## src/rtl/cnn_pkg.sv

```systemverilog
// Shared definitions for the CNN decision stages: score width, float order key, FSM states.
package cnn_pkg;

  localparam int unsigned DATA_WIDHT = 32;

  typedef enum logic {
    IDLE,
    SCAN
  } state_t;

  // Map an IEEE-754 single to an unsigned key whose integer order matches the
  // float order (+0 above -0, NaNs ordered purely by bit pattern).
  function automatic logic [DATA_WIDHT-1:0] fp_to_key(input logic [DATA_WIDHT-1:0] x);
    fp_to_key = x[DATA_WIDHT-1] ? ~x : (x ^ {1'b1, {(DATA_WIDHT-1){1'b0}}});
  endfunction

endpackage

```

## src/rtl/argmax_classifier_if.sv

```systemverilog
// Score-vector in / class-result out bundle for the argmax classifier.
interface argmax_classifier_if #(
  parameter int unsigned DATA_WIDHT = 32,
  parameter int unsigned CHANNEL_IN = 7,
  parameter int unsigned CLASS_W    = $clog2(CHANNEL_IN)
);
  logic [DATA_WIDHT*CHANNEL_IN-1:0] Data_In;
  logic                             Valid_In;
  logic [CLASS_W-1:0]               Class_Out;
  logic [DATA_WIDHT-1:0]            Score_Out;
  logic                             Valid_Out;
  logic                             Overflow;

  modport master (
    output Data_In, Valid_In,
    input  Class_Out, Score_Out, Valid_Out, Overflow
  );

  modport slave (
    input  Data_In, Valid_In,
    output Class_Out, Score_Out, Valid_Out, Overflow
  );
endinterface

```

## src/rtl/fp_max_cmp.sv

```systemverilog
// Combinational float max: candidate replaces best only when strictly greater.
module fp_max_cmp
  import cnn_pkg::*;
#(
  parameter int unsigned CLASS_W = 3
) (
  input  logic [DATA_WIDHT-1:0] cand_score,
  input  logic [CLASS_W-1:0]    cand_idx,
  input  logic [DATA_WIDHT-1:0] best_score,
  input  logic [CLASS_W-1:0]    best_idx,
  output logic [DATA_WIDHT-1:0] new_score,
  output logic [CLASS_W-1:0]    new_idx
);

  // Strict compare keeps the earlier (lower) index on ties.
  always_comb begin
    new_score = best_score;
    new_idx   = best_idx;
    if (fp_to_key(cand_score) > fp_to_key(best_score)) begin
      new_score = cand_score;
      new_idx   = cand_idx;
    end
  end

endmodule

```

## src/rtl/argmax_classifier.sv

```systemverilog
// Serial argmax over a vector of float class scores, one channel per cycle,
// with a one-deep pending buffer for a vector arriving mid-scan.
module argmax_classifier
  import cnn_pkg::*;
#(
  parameter int unsigned CHANNEL_IN = 7,
  parameter int unsigned CLASS_W    = $clog2(CHANNEL_IN)
) (
  input logic                clk,
  input logic                rst,
  argmax_classifier_if.slave bus
);

  localparam int unsigned VW = DATA_WIDHT * CHANNEL_IN;

  state_t                state;
  logic [VW-1:0]         work;
  logic [VW-1:0]         pend;
  logic                  pend_full;
  logic [DATA_WIDHT-1:0] best;
  logic [CLASS_W-1:0]    best_idx;
  logic [CLASS_W-1:0]    idx;

  logic [DATA_WIDHT-1:0] ch [CHANNEL_IN];
  logic [DATA_WIDHT-1:0] nb;
  logic [CLASS_W-1:0]    nb_idx;
  logic                  last;

  // Split the working buffer into per-channel scores for the idx mux.
  always_comb begin
    for (int unsigned i = 0; i < CHANNEL_IN; i++) begin
      ch[i] = work[DATA_WIDHT*i +: DATA_WIDHT];
    end
  end

  assign last = (idx == CLASS_W'(CHANNEL_IN - 1));

  fp_max_cmp #(.CLASS_W(CLASS_W)) u_cmp (
    .cand_score (ch[idx]),
    .cand_idx   (idx),
    .best_score (best),
    .best_idx   (best_idx),
    .new_score  (nb),
    .new_idx    (nb_idx)
  );

  // Scan FSM, buffers and registered result outputs.
  always_ff @(posedge clk or posedge rst) begin
    if (rst) begin
      state         <= IDLE;
      work          <= '0;
      pend          <= '0;
      pend_full     <= 1'b0;
      best          <= '0;
      best_idx      <= '0;
      idx           <= '0;
      bus.Class_Out <= '0;
      bus.Score_Out <= '0;
      bus.Valid_Out <= 1'b0;
      bus.Overflow  <= 1'b0;
    end else begin
      bus.Valid_Out <= 1'b0;
      case (state)
        IDLE: begin
          if (bus.Valid_In) begin
            work     <= bus.Data_In;
            best     <= bus.Data_In[DATA_WIDHT-1:0];
            best_idx <= '0;
            idx      <= CLASS_W'(1);
            state    <= SCAN;
          end
        end
        SCAN: begin
          if (last) begin
            bus.Class_Out <= nb_idx;
            bus.Score_Out <= nb;
            bus.Valid_Out <= 1'b1;
            best_idx      <= '0;
            idx           <= CLASS_W'(1);
            // Pending has priority; a coincident Valid_In refills pending so nothing drops.
            if (pend_full) begin
              work <= pend;
              best <= pend[DATA_WIDHT-1:0];
              if (bus.Valid_In) pend <= bus.Data_In;
              else              pend_full <= 1'b0;
            end else if (bus.Valid_In) begin
              work <= bus.Data_In;
              best <= bus.Data_In[DATA_WIDHT-1:0];
            end else begin
              state <= IDLE;
            end
          end else begin
            best     <= nb;
            best_idx <= nb_idx;
            idx      <= idx + CLASS_W'(1);
            if (bus.Valid_In) begin
              if (!pend_full) begin
                pend      <= bus.Data_In;
                pend_full <= 1'b1;
              end else begin
                bus.Overflow <= 1'b1;
              end
            end
          end
        end
        default: state <= IDLE;
      endcase
    end
  end

endmodule

```

## src/flat_wrapper.sv

```systemverilog
// flat-port wrapper written by rule: the top's interface ports become plain ports
module argmax_classifier_flat import cnn_pkg::*;
#(
  parameter int unsigned CHANNEL_IN = 7,
  parameter int unsigned CLASS_W    = $clog2(CHANNEL_IN)
)
  (clk, rst, bus_Data_In, bus_Valid_In, bus_Class_Out, bus_Score_Out, bus_Valid_Out, bus_Overflow);
  argmax_classifier_if #(.DATA_WIDHT((32)), .CHANNEL_IN(CHANNEL_IN), .CLASS_W(CLASS_W)) bus_i ();
  input logic clk;
  input logic rst;
  input wire logic [$bits(bus_i.Data_In)-1:0] bus_Data_In;
  input wire logic [$bits(bus_i.Valid_In)-1:0] bus_Valid_In;
  output wire logic [$bits(bus_i.Class_Out)-1:0] bus_Class_Out;
  output wire logic [$bits(bus_i.Score_Out)-1:0] bus_Score_Out;
  output wire logic [$bits(bus_i.Valid_Out)-1:0] bus_Valid_Out;
  output wire logic [$bits(bus_i.Overflow)-1:0] bus_Overflow;
  assign bus_i.Data_In = bus_Data_In;
  assign bus_i.Valid_In = bus_Valid_In;
  assign bus_Class_Out = bus_i.Class_Out;
  assign bus_Score_Out = bus_i.Score_Out;
  assign bus_Valid_Out = bus_i.Valid_Out;
  assign bus_Overflow = bus_i.Overflow;
  argmax_classifier #(.CHANNEL_IN(CHANNEL_IN), .CLASS_W(CLASS_W)) u_core (.clk(clk), .rst(rst), .bus(bus_i));
endmodule
```

## config.mk

```make
export PLATFORM = sky130hd
export DESIGN_NAME = argmax_classifier_flat
export DESIGN_NICKNAME = d
export VERILOG_FILES = /design/src/rtl/cnn_pkg.sv /design/src/rtl/argmax_classifier_if.sv /design/src/rtl/fp_max_cmp.sv /design/src/rtl/argmax_classifier.sv /design/src/flat_wrapper.sv
export SDC_FILE = /design/constraint.sdc
export NUM_CORES = 1
export LEC_CHECK = 0
export ABC_AREA = 1
export ABC_CLOCK_PERIOD_IN_PS = 16400
export CAP_MARGIN = 20
export CORE_MARGIN = 1.5
export CORE_UTILIZATION = 54
export CTS_BUF_LIST = sky130_fd_sc_hd__clkbuf_2
export DETAILED_ROUTE_END_ITERATION = 16
export PLACE_DENSITY = 0.79
export SYNTH_ARGS = -nofsm -noshare
export SYNTH_HDL_FRONTEND = slang
export SYNTH_SLANG_ARGS = --single-unit
```

## constraint.sdc

```tcl
create_clock -name clk -period 16.4 [get_ports clk]
set_input_delay 1.64 -clock clk [delete_from_list [all_inputs] [get_ports clk]]
set_output_delay 1.64 -clock clk [all_outputs]
set_load 0.01 [all_outputs]
```

==> metrics.md <==
| Metric | Value |
|---|---|
| Final WL | `83,100 um` |
| Pins over their slew limit | `0` |
| DP HPWL | `54,630 um` |
| Gr usage total | `33.75%` |
| First-pass GRT wire length | `128,100 um` |
| DP Worst Slack | `10.07 ns` |
| Largest net degree at the start of global routing | `185` |
| Outcome | `finished, final reports clean` |
| Leakage | `13.77 nW` |
| IO Port Bufs | `263` |
| Synthesized area | `0.02603 sq mm` |
| NumNets Final | `3,182` |
| CTS Buf Count | `135` |
| Comb pwr share | `54.2%` |
| Clk_skew | `0.1013 ns` |
| Post-Synthesis Cells | `2,705` |
| Layout cell share with drive strength beyond 1 | `14.87%` |
| Root buf cell | `clkbuf_2` |
| Antenna Nets Post-Route | `0` |
| DRT iter0 DRCs | `2,727` |
| Routed len/inst | `22.94 um` |
| Max-Cap Viols | `0` |
| Maximum root-to-sink buffer count | `3` |
| Final Non-Filler Cells | `3,623` |
| Clock transition at path regs | `0.10 ns` |
| Die width | `222.5 um` |
| Net load switching power | `0.003310 W` |
| Sw frac | `46.59%` |
| Most common library cells after synthesis | `dfrtp_1, nand2_1, o21ai_0` |
| RePlAce Congestion | `0.9539` |
| Fmax | `165.8 MHz` |
| Clock share of power | `12.7%` |
| Critical path peak fanout | `71` |
| Final Cycle Share | `36.77%` |
| Clk Latency, worst-skew pair | `1.31 ns` |
| Area share of the largest cell type after synthesis | `50.48%` |
| Final hold violations | `0` |
| Die area | `0.04952 sq mm` |
| Synth cell types | `40` |
| CTS H-Tree Depth | `4` |
| Critical path endpoint category | `register` |
| Grt ovf | `0` |
| Worst setup margin | `10.37 ns` |
| Internal power | `0.003794 W` |
| Power per cell area | `236.7 mW/mm^2` |
| Cell total after placement | `3,397` |
| Min-delay worst type | `register to register` |
| Worst Max-Slew Pin Slew | `1.156 ns` |
| PostCTS Resize Cnt | `0` |
| Tmin final | `6.031 ns` |
| Initial core utilization | `54.62%` |
| Synthesized flop and latch total | `525` |
| CP startpoint kind | `register` |
| RSZ-0062 raised after global routing | `false` |
| Fill count | `3,910` |
| Post-CTS setup buffers | `0` |
| Fin util | `63.00%` |
| Setup TNS | `0 ns` |
| Kind of critical path | `register to register` |
| Top Ports | `264` |
| Synth warnings | `0` |
| Cell taking the most area after synthesis | `dfrtp_1` |
| CTS Sinks | `525` |
| Die Ht | `222.5 um` |
| Drt via density | `6.159` |
| Critical path data arrival time | `7.16 ns` |
| Post-synth EDFFs | `0` |
| VDD IR max | `0.0002413 V` |
| Via count | `22,320` |
| TritonRoute pass-1 iters | `8` |
| Avg Inst Size Synth | `9.622 sq um` |
| Num rows | `80` |
| Hold buffer count at cts | `0` |
| Core Footprint | `0.04765 sq mm` |
| Main synth FF type | `dfrtp_1` |
| Worst slew margin | `22.92%` |
| Number of global-route vias before repair | `21,920` |
| # setup viols final | `0` |
| CTS tree | `yes` |
| Count leader, synth | `dfrtp_1` |
| Post-route DRC | `0` |
| Syn Nets | `2,964` |
| Layout area overhead | `15.33%` |
| Worst EP required | `17.53 ns` |
| Seq/Total Area, Yosys | `50.48%` |
| Synth top area cells | `dfrtp_1, nand2_1, o21ai_0` |
| Initial antenna violation count | `3` |
| Async SR Flop Fraction | `100.0%` |
| Worst hold slack | `0.4872 ns` |
| Sequential Power Share | `33.1%` |
worst paths after layout:
path	startpoint	end	slack, ns	depth (start not counted)
min in group asynchronous	rst	u_core.best[0]$_DFF_PP0_	0.92	2
setup / recovery	u_core.idx[0]$_DFFE_PP0P_	u_core.pend[20]$_DFFE_PP0P_	10.37	12
max in group asynchronous	rst	u_core.work[47]$_DFFE_PP0P_	13.22	5
hold reg to reg	u_core.bus.Score_Out[6]$_DFFE_PP0P_	u_core.bus.Score_Out[6]$_DFFE_PP0P_	0.49	2
setup reg to reg	u_core.idx[0]$_DFFE_PP0P_	u_core.pend[20]$_DFFE_PP0P_	10.37	12
hold / removal	u_core.bus.Score_Out[6]$_DFFE_PP0P_	u_core.bus.Score_Out[6]$_DFFE_PP0P_	0.49	2
registers in the layout (all words and copies together), names as in the netlist:
name and cells:
u_core.bus.Score_Out 32, u_core.bus.Valid_Out 1, u_core.best 32, u_core.bus.Overflow 1, u_core.idx 3, u_core.bus.Class_Out 3, u_core.best_idx 3, u_core.work 224
u_core.pend_full 1, u_core.state 1, u_core.pend 224
power groups by stage:
stage	clock network (W)	registers, W	logic [W]
2_1_floorplan	0	0.00225	0.00269
3_3_place_gp	0	0.00232	0.00364
3_5_place_dp	0	0.00236	0.00375
5_1_grt	0.000980	0.00240	0.00423
4_1_cts	0.000915	0.00233	0.00377
6_report	0.000903	0.00235	0.00385
layer usage:
metal / share of wire (%) / up-vias / global-route usage, %
met1: 41 / 11080 / 46.50
met3: 9.2 / 176 / 7.829
met5: 0.014 / - / 0
li1: - / 9848 / -
met2: 45 / 1211 / 49.96
met4: 4.3 / 2 / 17.42
logic make-up (layout without fill, tap and decap cells):
family                   Yosys count  in the layout  synth area share, %
buffers and inverters            453            754                7.336
XOR/XNOR                          62             62                2.086
AO/OA/AOI/OAI                    694            694                16.60
adder cells (fa/ha/maj)           32             32                1.538
other                              0              2                    0
multiplexers                     213            213                10.66
flip-flops                       525            525                50.48
AND/OR/NAND/NOR                  726            726                11.30
layout make-up:
| type | count | area (sq um) | share of cell area, % |
|---|---|---|---|
| inverter | 237 | 909.6 | 3.031 |
| clock inverter | 23 | 167.7 | 0.5586 |
| antenna | 2 | 5.005 | 0.01667 |
| sequential | 525 | 13140 | 43.78 |
| timing repair buffer | 297 | 3020 | 10.06 |
| clock buffer | 197 | 985.9 | 3.285 |
| multi-input combinational | 1727 | 11020 | 36.70 |
| tap | 615 | 769.5 | 2.564 |
cells in the final DEF (no fill, tap or decap), drive strengths merged, types with 32 or more instances in the layout:
cell           netlist  routed
nand2              469     469
clkdlybuf4s50        0     263
a21oi               47      47
mux2               213     213
o2111ai             32      32
o221ai              39      39
inv                235     241
a32oi               96      96
dfrtp              525     525
nand3              141     141
ha                  32      32
nor2               111     111
o22ai               33      33
a31oi               96      96
clkbuf             133     197
o21ai              331     331
buf                 83      34
metrics by stage:
stage,total power (W),instance area (sq um)
after CTS,0.007019,29900
after global routing,0.007619,30020
after detailed placement,0.006109,28750
final,0.007104,30020
after global placement,0.005965,28690
after floorplan,0.004938,26030
critical path, stage by stage (launching register included):
cell     delay (ns)
dfrtp_2        0.42
inv_2          0.05
buf_4          0.51
nand2_4        0.45
nor2_4         0.82
nor2_4         0.29
nor2_4         0.21
inv_4          0.22
nand3_4        0.28
buf_16         0.32
buf_4          0.83
buf_4          0.97
mux2_1         0.40
Note: power is estimated with default switching activity, not from simulation.
